## config.mk

```make
export PLATFORM = sky130hd
export DESIGN_NAME = add_acc_pipe
export DESIGN_NICKNAME = d
export VERILOG_FILES = /design/src/rtl/add_acc_pipe.sv
export SDC_FILE = /design/constraint.sdc
export NUM_CORES = 1
export LEC_CHECK = 0
export ABC_AREA = 1
export BUFFER_PORTS_ARGS = -buffer_cell sky130_fd_sc_hd__buf_4
export CAP_MARGIN = 20
export CORE_MARGIN = 2
export CORE_UTILIZATION = 55
export DETAILED_ROUTE_END_ITERATION = 12
export HOLD_SLACK_MARGIN = 0.12
export PLACE_DENSITY = 0.82
export SYNTH_ARGS = -nofsm -noshare
export SYNTH_HDL_FRONTEND = slang
export SYNTH_SLANG_ARGS = --single-unit
```

## constraint.sdc

```tcl
create_clock -name i_clk -period 6.55 [get_ports i_clk]
set_input_delay 1.31 -clock i_clk [delete_from_list [all_inputs] [get_ports i_clk]]
set_output_delay 1.31 -clock i_clk [all_outputs]
set_load 0.1 [all_outputs]
```

## src/rtl/add_acc_pipe.sv

```systemverilog
// rtl/add_acc_pipe.sv - pipelined pairwise adder / burst accumulator with valid-ready handshake
//
// Purpose:
//   Mode 0 adds i_a + i_b and presents the sum one cycle after acceptance.
//   Mode 1 accumulates acc + i_a + i_b over a burst and presents the total
//   one cycle after the beat flagged i_last. While a burst is open, i_mode is
//   ignored. o_ovf reports whether any sum that contributed to the reported
//   result exceeded 2^BW_DATA-1.
//
// Configuration:
//   ADD_ACC_SAT_EN - when defined, acc and o_y saturate to all-ones on
//                    overflow; otherwise they wrap modulo 2^BW_DATA.
//
// Ports:
//   i_clk    - clock, rising edge
//   i_rst    - synchronous active-high reset
//   i_valid  - input beat valid
//   o_ready  - block can accept an input beat
//   i_a/i_b  - unsigned operands, BW_DATA bits
//   i_mode   - 0 = pairwise add, 1 = accumulate burst
//   i_last   - final beat of an accumulate burst
//   o_valid  - result valid
//   i_ready  - downstream accepts result
//   o_y      - result, BW_DATA bits
//   o_ovf    - result overflow flag

module add_acc_pipe #(
    parameter int BW_DATA = 8
) (
    input  logic               i_clk,
    input  logic               i_rst,
    input  logic               i_valid,
    output logic               o_ready,
    input  logic [BW_DATA-1:0] i_a,
    input  logic [BW_DATA-1:0] i_b,
    input  logic               i_mode,
    input  logic               i_last,
    output logic               o_valid,
    input  logic               i_ready,
    output logic [BW_DATA-1:0] o_y,
    output logic               o_ovf
);

    localparam int W_SUM = BW_DATA + 2;

    logic [BW_DATA-1:0] acc;
    logic               ovf_flag;
    logic               burst_open;

    logic               accept;
    logic               in_burst;
    logic               ends_result;
    logic [BW_DATA-1:0] acc_in;
    logic [W_SUM-1:0]   sum;
    logic               ovf_now;
    logic               ovf_tot;
    logic [BW_DATA-1:0] res;

    // Output register frees up in the same cycle it is drained: no bubble.
    assign o_ready = !o_valid || i_ready;
    assign accept  = i_valid && o_ready;

    always_comb begin
        in_burst    = burst_open || i_mode;
        // A beat produces a result in mode 0, or when it closes a burst.
        ends_result = !in_burst || i_last;
        // acc is only meaningful inside an open burst; a new burst or a
        // mode-0 beat starts from zero.
        acc_in      = burst_open ? acc : '0;
        sum         = W_SUM'(acc_in) + W_SUM'(i_a) + W_SUM'(i_b);
        ovf_now     = |sum[W_SUM-1:BW_DATA];
        ovf_tot     = (burst_open && ovf_flag) || ovf_now;
`ifdef ADD_ACC_SAT_EN
        // Once saturated, the burst stays pinned at all-ones.
        res         = ovf_tot ? '1 : sum[BW_DATA-1:0];
`else
        res         = sum[BW_DATA-1:0];
`endif
    end

    always_ff @(posedge i_clk) begin
        if (i_rst) begin
            o_valid    <= 1'b0;
            o_y        <= '0;
            o_ovf      <= 1'b0;
            acc        <= '0;
            ovf_flag   <= 1'b0;
            burst_open <= 1'b0;
        end else if (accept) begin
            if (ends_result) begin
                o_valid    <= 1'b1;
                o_y        <= res;
                o_ovf      <= ovf_tot;
                acc        <= '0;
                ovf_flag   <= 1'b0;
                burst_open <= 1'b0;
            end else begin
                // Accepting implies any pending result was drained this edge.
                o_valid    <= 1'b0;
                acc        <= res;
                ovf_flag   <= ovf_tot;
                burst_open <= 1'b1;
            end
        end else if (o_valid && i_ready) begin
            o_valid <= 1'b0;
        end
    end

endmodule

```

==> results of run 1 <==
[stage by stage]
stage	power, W	setup slack (ps)	cells	utilization
final	0.0003528	3463	243	0.6880
after global routing	0.0003730	3443	243	0.6880
after CTS	0.0003532	3462	243	0.6880
after detailed placement	0.0002789	3225	239	0.6729
after global placement	0.0002758	3288	239	0.6729
after floorplan	0.0002433	3440	180	-
[where the power goes]
group | internal, W | total [W] | switching, W
Sequential | 0.000130 | 0.000136 | 0.00000582
Clock | 0.0000340 | 0.0000756 | 0.0000416
Combinational | 0.0000437 | 0.000141 | 0.0000973
Total | 0.000208 | 0.000353 | 0.000145
[metal layers]
| layer | track usage | share of wire | routed length [um] |
|---|---|---|---|
| met3 | 0.03333 | 0.051 | 151 |
| met2 | 0.3862 | 0.50 | 1464 |
| met5 | 0 | 0 | 0 |
| met4 | 0.07265 | 0.014 | 42 |
| met1 | 0.2820 | 0.44 | 1291 |
[cell families after synthesis]
logic type / after synthesis / synth area share
xor+xnor: 3 / 0.01930
fa+ha+maj: 16 / 0.1967
buf+inv: 36 / 0.1039
simple gates: 85 / 0.3015
flops: 20 / 0.2941
compound gates: 20 / 0.08456
[sequential cells by signal, summed over array words and instances (netlist names)]
name	cells
o_valid	1
ovf_flag	1
burst_open	1
o_y	8
o_ovf	1
acc	8
[final timing paths]
path                   start       end  slack [ps]  cells after the start
setup / recovery     i_ready   o_ready        3460                      4
setup reg to reg  burst_open  ovf_flag        3890                     13
hold reg to reg        o_ovf     o_ovf         460                      2
hold / removal         o_ovf     o_ovf         460                      2
[cell usage after synthesis, drive strengths merged]
cell	instances
buf	3
xnor2	2
a21oi	13
a22o	2
xor2	1
nand4	1
inv	33
ha	7
fa	9
o21ai	5
nand2	59
nand2b	2
nor3	1
nand3	10
dfxtp	20
nor2	12
[tightest hold or removal path, cell delays in order (launching register included)]
cell and delay (ps):
dfxtp_1 330, nand2_1 60, nand2_1 50
[area by class of cell]
| class | count | area (um2) |
|---|---|---|
| timing repair buffer | 32 | 240.2 |
| multi-input combinational | 124 | 819.5 |
| tap | 30 | 37.54 |
| fill | 195 | 752.0 |
| sequential | 20 | 400.4 |
| inverter | 33 | 123.9 |
| clock buffer | 4 | 36.28 |
==> metrics.cfg, run 1 <==
[power]
peakVddDrop_uv=147.2
power_density_nw_per_um2=212.8
power.leakage_nw=0.8697

[drt]
drcViolationCount=0
wl_mm=2.950
ant_nets=0
num_vias=1226
drt_first_iter_violations=27
wl_per_cell_um=12.14
via_per_inst=5.045
drtPass1Iterations=5

[logic_synthesis]
ys.warnings.count=0
synth_cells=180
ys_types=23
synth_seq_cells=20
synth_area_leaders=dfxtp_1, nand2_1, fa_1
syn_area_um2=1361
synth_fp_nets=218
synth.avg_cell_area_um2=7.563
yosys.area.top_type=dfxtp_1
yosysTopAreaCellShare=0.2941
ys_seq_area_frac=0.2941

[timing]
finalCriticalPeriod_ps=3087
hold_viol=0
skew_ps=10.23
rsz0062_at_grt=no
relSlewSlack=0.6501
finalCritPeriodShare=0.4713
fin_hold_ws_ps=461.6
finalSetupViolCount=0
tns_ps=0
worstMarginPinSlew_ps=524.1
report.final.slew_viol_count=0
max_clock_freq_ghz=0.3239

[worst_setup_path]
worst-path-buf-inv=3
worstSetupStartpointType=primary input
cp_common_cell=buf_4
crit_slowest_cell=buf_4
cpPeakStageDelay_ps=290
cp.required_ps=5240
cp_max_fo=3
critPathKind=in2out
path_delay_family=buffers and inverters
cp.arrival_ps=1780
crit_chain=buf_4 -> inv_2 -> nand2_4 -> buf_4
endpoint_kind=output pin

[cts]
clock-sinks=20
cts-resized-gates=0
cts-root-buf=clkbuf_4
clkLatencyLatePin_ps=310
cts_hold_buf=0
cts_buffer_depth=2
h-tree-depth=1
cts_setup_buffers=0
cts_inserted_buffers=3
tritoncts=built
clkTransAtPathRegs_ps=110

[global_route]
grt_max_degree=14
globalRouteTotalUtil=0.2231
grt_antenna_before_repair=0
globalRouteOverflowTotal=0
grt_pass1_vias=1063
grt_pass1_wl_mm=4.657

[die]
rows=18
die_area_um2=2889
fp.dieH_um=53.75
ios=33
core-area_um2=2410
die_w_um=53.75
initial_core_util=0.5649

[finish]
final_layout_size_suffix_gt1_frac=0.2394
diodes=0
mostFrequentLayoutCells=nand2_1, buf_4, inv_1
nets=252
design_area_um2=1658
final_common_cell=nand2_1
area_delta_synth_final_pct=21.78

[placement]
io_buffers=32
routabilityCongestion=0.9301
place_area_um2=1622
hpwl_mm=2.198

[hold_path]
hold_class=reg2reg

[outcome]
status=complete, no violations

[run]
cap_viol_max_count=0

(Power assumes the default switching activity.)
==> run 2: changes to the inputs <==
--- a/config.mk
+++ b/config.mk
@@ -9,10 +9,10 @@
 export BUFFER_PORTS_ARGS = -buffer_cell sky130_fd_sc_hd__buf_4
 export CAP_MARGIN = 20
 export CORE_MARGIN = 2
-export CORE_UTILIZATION = 55
+export CORE_UTILIZATION = 48
 export DETAILED_ROUTE_END_ITERATION = 12
 export HOLD_SLACK_MARGIN = 0.12
-export PLACE_DENSITY = 0.82
+export PLACE_DENSITY = 0.76
 export SYNTH_ARGS = -nofsm -noshare
 export SYNTH_HDL_FRONTEND = slang
 export SYNTH_SLANG_ARGS = --single-unit
==> constraint.sdc (replaced) <==
create_clock -name i_clk -period 2.7 [get_ports i_clk]
set_input_delay 0.54 -clock i_clk [delete_from_list [all_inputs] [get_ports i_clk]]
set_output_delay 0.54 -clock i_clk [all_outputs]
set_load 0.1 [all_outputs]
==> run 2 against run 1 <==
Core utilization shrank 7.8 points. Global-route usage is 4.4 points lower. Worst hold slack improved by 1.5 ps. Highest routed layer unchanged. Cell count rose by 0.82%.
==> metrics.cfg, run 2 (same netlist as run 1, synthesis figures left out) <==
[outcome]
status=complete, no violations  ; unchanged

[timing]
report.final.slew_viol_count=0  ; unchanged
hold_viol=0  ; unchanged
tns_ps=0  ; unchanged
finalCriticalPeriod_ps=2357
max_clock_freq_ghz=0.4243
finalSetupViolCount=0  ; unchanged
skew_ps=9.119  ; was 10.23 ps
rsz0062_at_grt=no  ; unchanged
finalCritPeriodShare=0.8729
worstMarginPinSlew_ps=434.1  ; was 524.1 ps
relSlewSlack=0.7096  ; was 0.6501

[worst_setup_path]
cp_max_fo=7  ; was 3
cp.required_ps=2950  ; was 5240 ps
cp.arrival_ps=2610  ; was 1780 ps
worstSetupStartpointType=flip-flop  ; was primary input
endpoint_kind=flip-flop  ; was output pin
critPathKind=reg2reg  ; was in2out

[global_route]
grt_antenna_before_repair=0  ; unchanged
globalRouteOverflowTotal=0  ; unchanged
grt_pass1_vias=1061  ; was 1,063
grt_max_degree=14  ; unchanged
grt_pass1_wl_mm=4.588  ; was 4.657 mm
globalRouteTotalUtil=0.1796  ; was 0.2231

[cts]
tritoncts=built  ; unchanged
cts_inserted_buffers=3  ; unchanged
clkTransAtPathRegs_ps=110  ; about the same
clock-sinks=20  ; unchanged
cts_buffer_depth=2  ; unchanged
clkLatencyLatePin_ps=300  ; was 310 ps
cts-root-buf=clkbuf_4  ; unchanged
h-tree-depth=1  ; unchanged

[placement]
io_buffers=32  ; unchanged
routabilityCongestion=0.7911  ; was 0.9301
dp_cells=241  ; was 239
hpwl_mm=2.099  ; was 2.198 mm

[drt]
dr_wl_met3_um=102  ; was 151 um
wl_mm=2.573  ; was 2.950 mm
ant_nets=0  ; unchanged
via_per_inst=4.690  ; was 5.045
dr.max_layer_used=met4  ; unchanged
routedLengthMet1_mm=1.193  ; was 1.291 mm
drtPass1Iterations=4  ; was 5
wl_per_cell_um=10.50  ; was 12.14 um
drcViolationCount=0  ; unchanged
drt_first_iter_violations=26  ; was 27
num_vias=1149  ; was 1,226
dr_wl_met2_mm=1.246  ; was 1.464 mm

[hold_path]
hold_class=reg2reg  ; unchanged

[finish]
top_regs=acc: 8 flops, o_y: 8 flops  ; unchanged
fillers=268  ; was 195
mostFrequentLayoutCells=nand2_1, buf_4, inv_1  ; unchanged
final_layout_size_suffix_gt1_frac=0.2477  ; was 0.2394
diodes=0  ; unchanged
final-instance-count-excl-fill=245  ; was 243
nets=253  ; was 252
final_common_cell=nand2_1  ; unchanged
area_delta_synth_final_pct=22.52  ; was 21.78%

[die]
ios=33  ; unchanged
core-area_um2=2734  ; was 2410 um2
die_w_um=57.26  ; was 53.75 um
initial_core_util=0.4979  ; was 0.5649
fp.dieH_um=57.26  ; was 53.75 um
rows=19  ; was 18
die_area_um2=3278  ; was 2889 um2

[run]
cap_viol_max_count=0  ; unchanged

[power]
power_density_nw_per_um2=502.6  ; was 212.8 nW/um2
power.leakage_nw=0.8755  ; was 0.8697 nW
peakVddDrop_uv=510.3  ; was 147.2 uV

-- run 2: final cells by class --
cell class	count	area, um2	share of cell area
Multi-Input combinational cell	124	819.5	0.4914
Sequential cell	20	401.6	0.2408
Timing Repair Buffer	33	247.7	0.1485
Inverter	33	123.9	0.07427
Tap cell	31	38.79	0.02326
Clock buffer	4	36.28	0.02176
-- run 2: per-stage QoR --
step	total power [W]	hold slack (ps)	area (um2)	util	setup WS, ps
finish	0.0008383	463.1	1668	0.6101	343.1
global placement	0.0006723	447.2	1630	0.5963	202.8
detailed placement	0.0006740	447.2	1630	0.5963	148.6
floorplan	0.0005901	438.7	1361	-	359.6
CTS	0.0008443	468.9	1667	0.6096	187.4
global route	0.0008906	483.8	1668	0.6101	105.0
-- run 2: power breakdown --
group          total (W)  switching, W  internal (W)
sequential      0.000330     0.0000132      0.000316
combinational   0.000337      0.000231      0.000106
clock           0.000172     0.0000897     0.0000823
total           0.000838      0.000334      0.000504
-- run 2: what timing repair did --
item,4_1_cts,5_1_grt
hold buffers,0,0
resized for setup,0,1
endpoints found under the setup margin,0,2
setup buffers,0,0
-- run 2: final timing paths --
path	from	end	slack, ps	cells after the start
worst max-delay path	burst_open	acc[5]	340	11
worst min-delay path	o_y[7]	o_y[7]	460	2
worst min register to register	o_y[7]	o_y[7]	460	2
worst max register to register	burst_open	acc[5]	340	11
-- run 2: critical path: stages (launching register included) --
cell and delay, ps:
dfxtp_2 450, nand2_1 100, fa_1 430, inv_1 70, ha_1 160, inv_1 60
fa_1 410, nor2_2 140, nor2_1 70, xor2_1 150, nand2b_1 160, a21oi_2 120
-- run 2: per-layer routing --
metal | vias to the layer above | track usage
li1 | 622 | -
met4 | 0 | 0.04319
met2 | 21 | 0.2939
met3 | 4 | 0.04762
met5 | - | 0
met1 | 502 | 0.2385
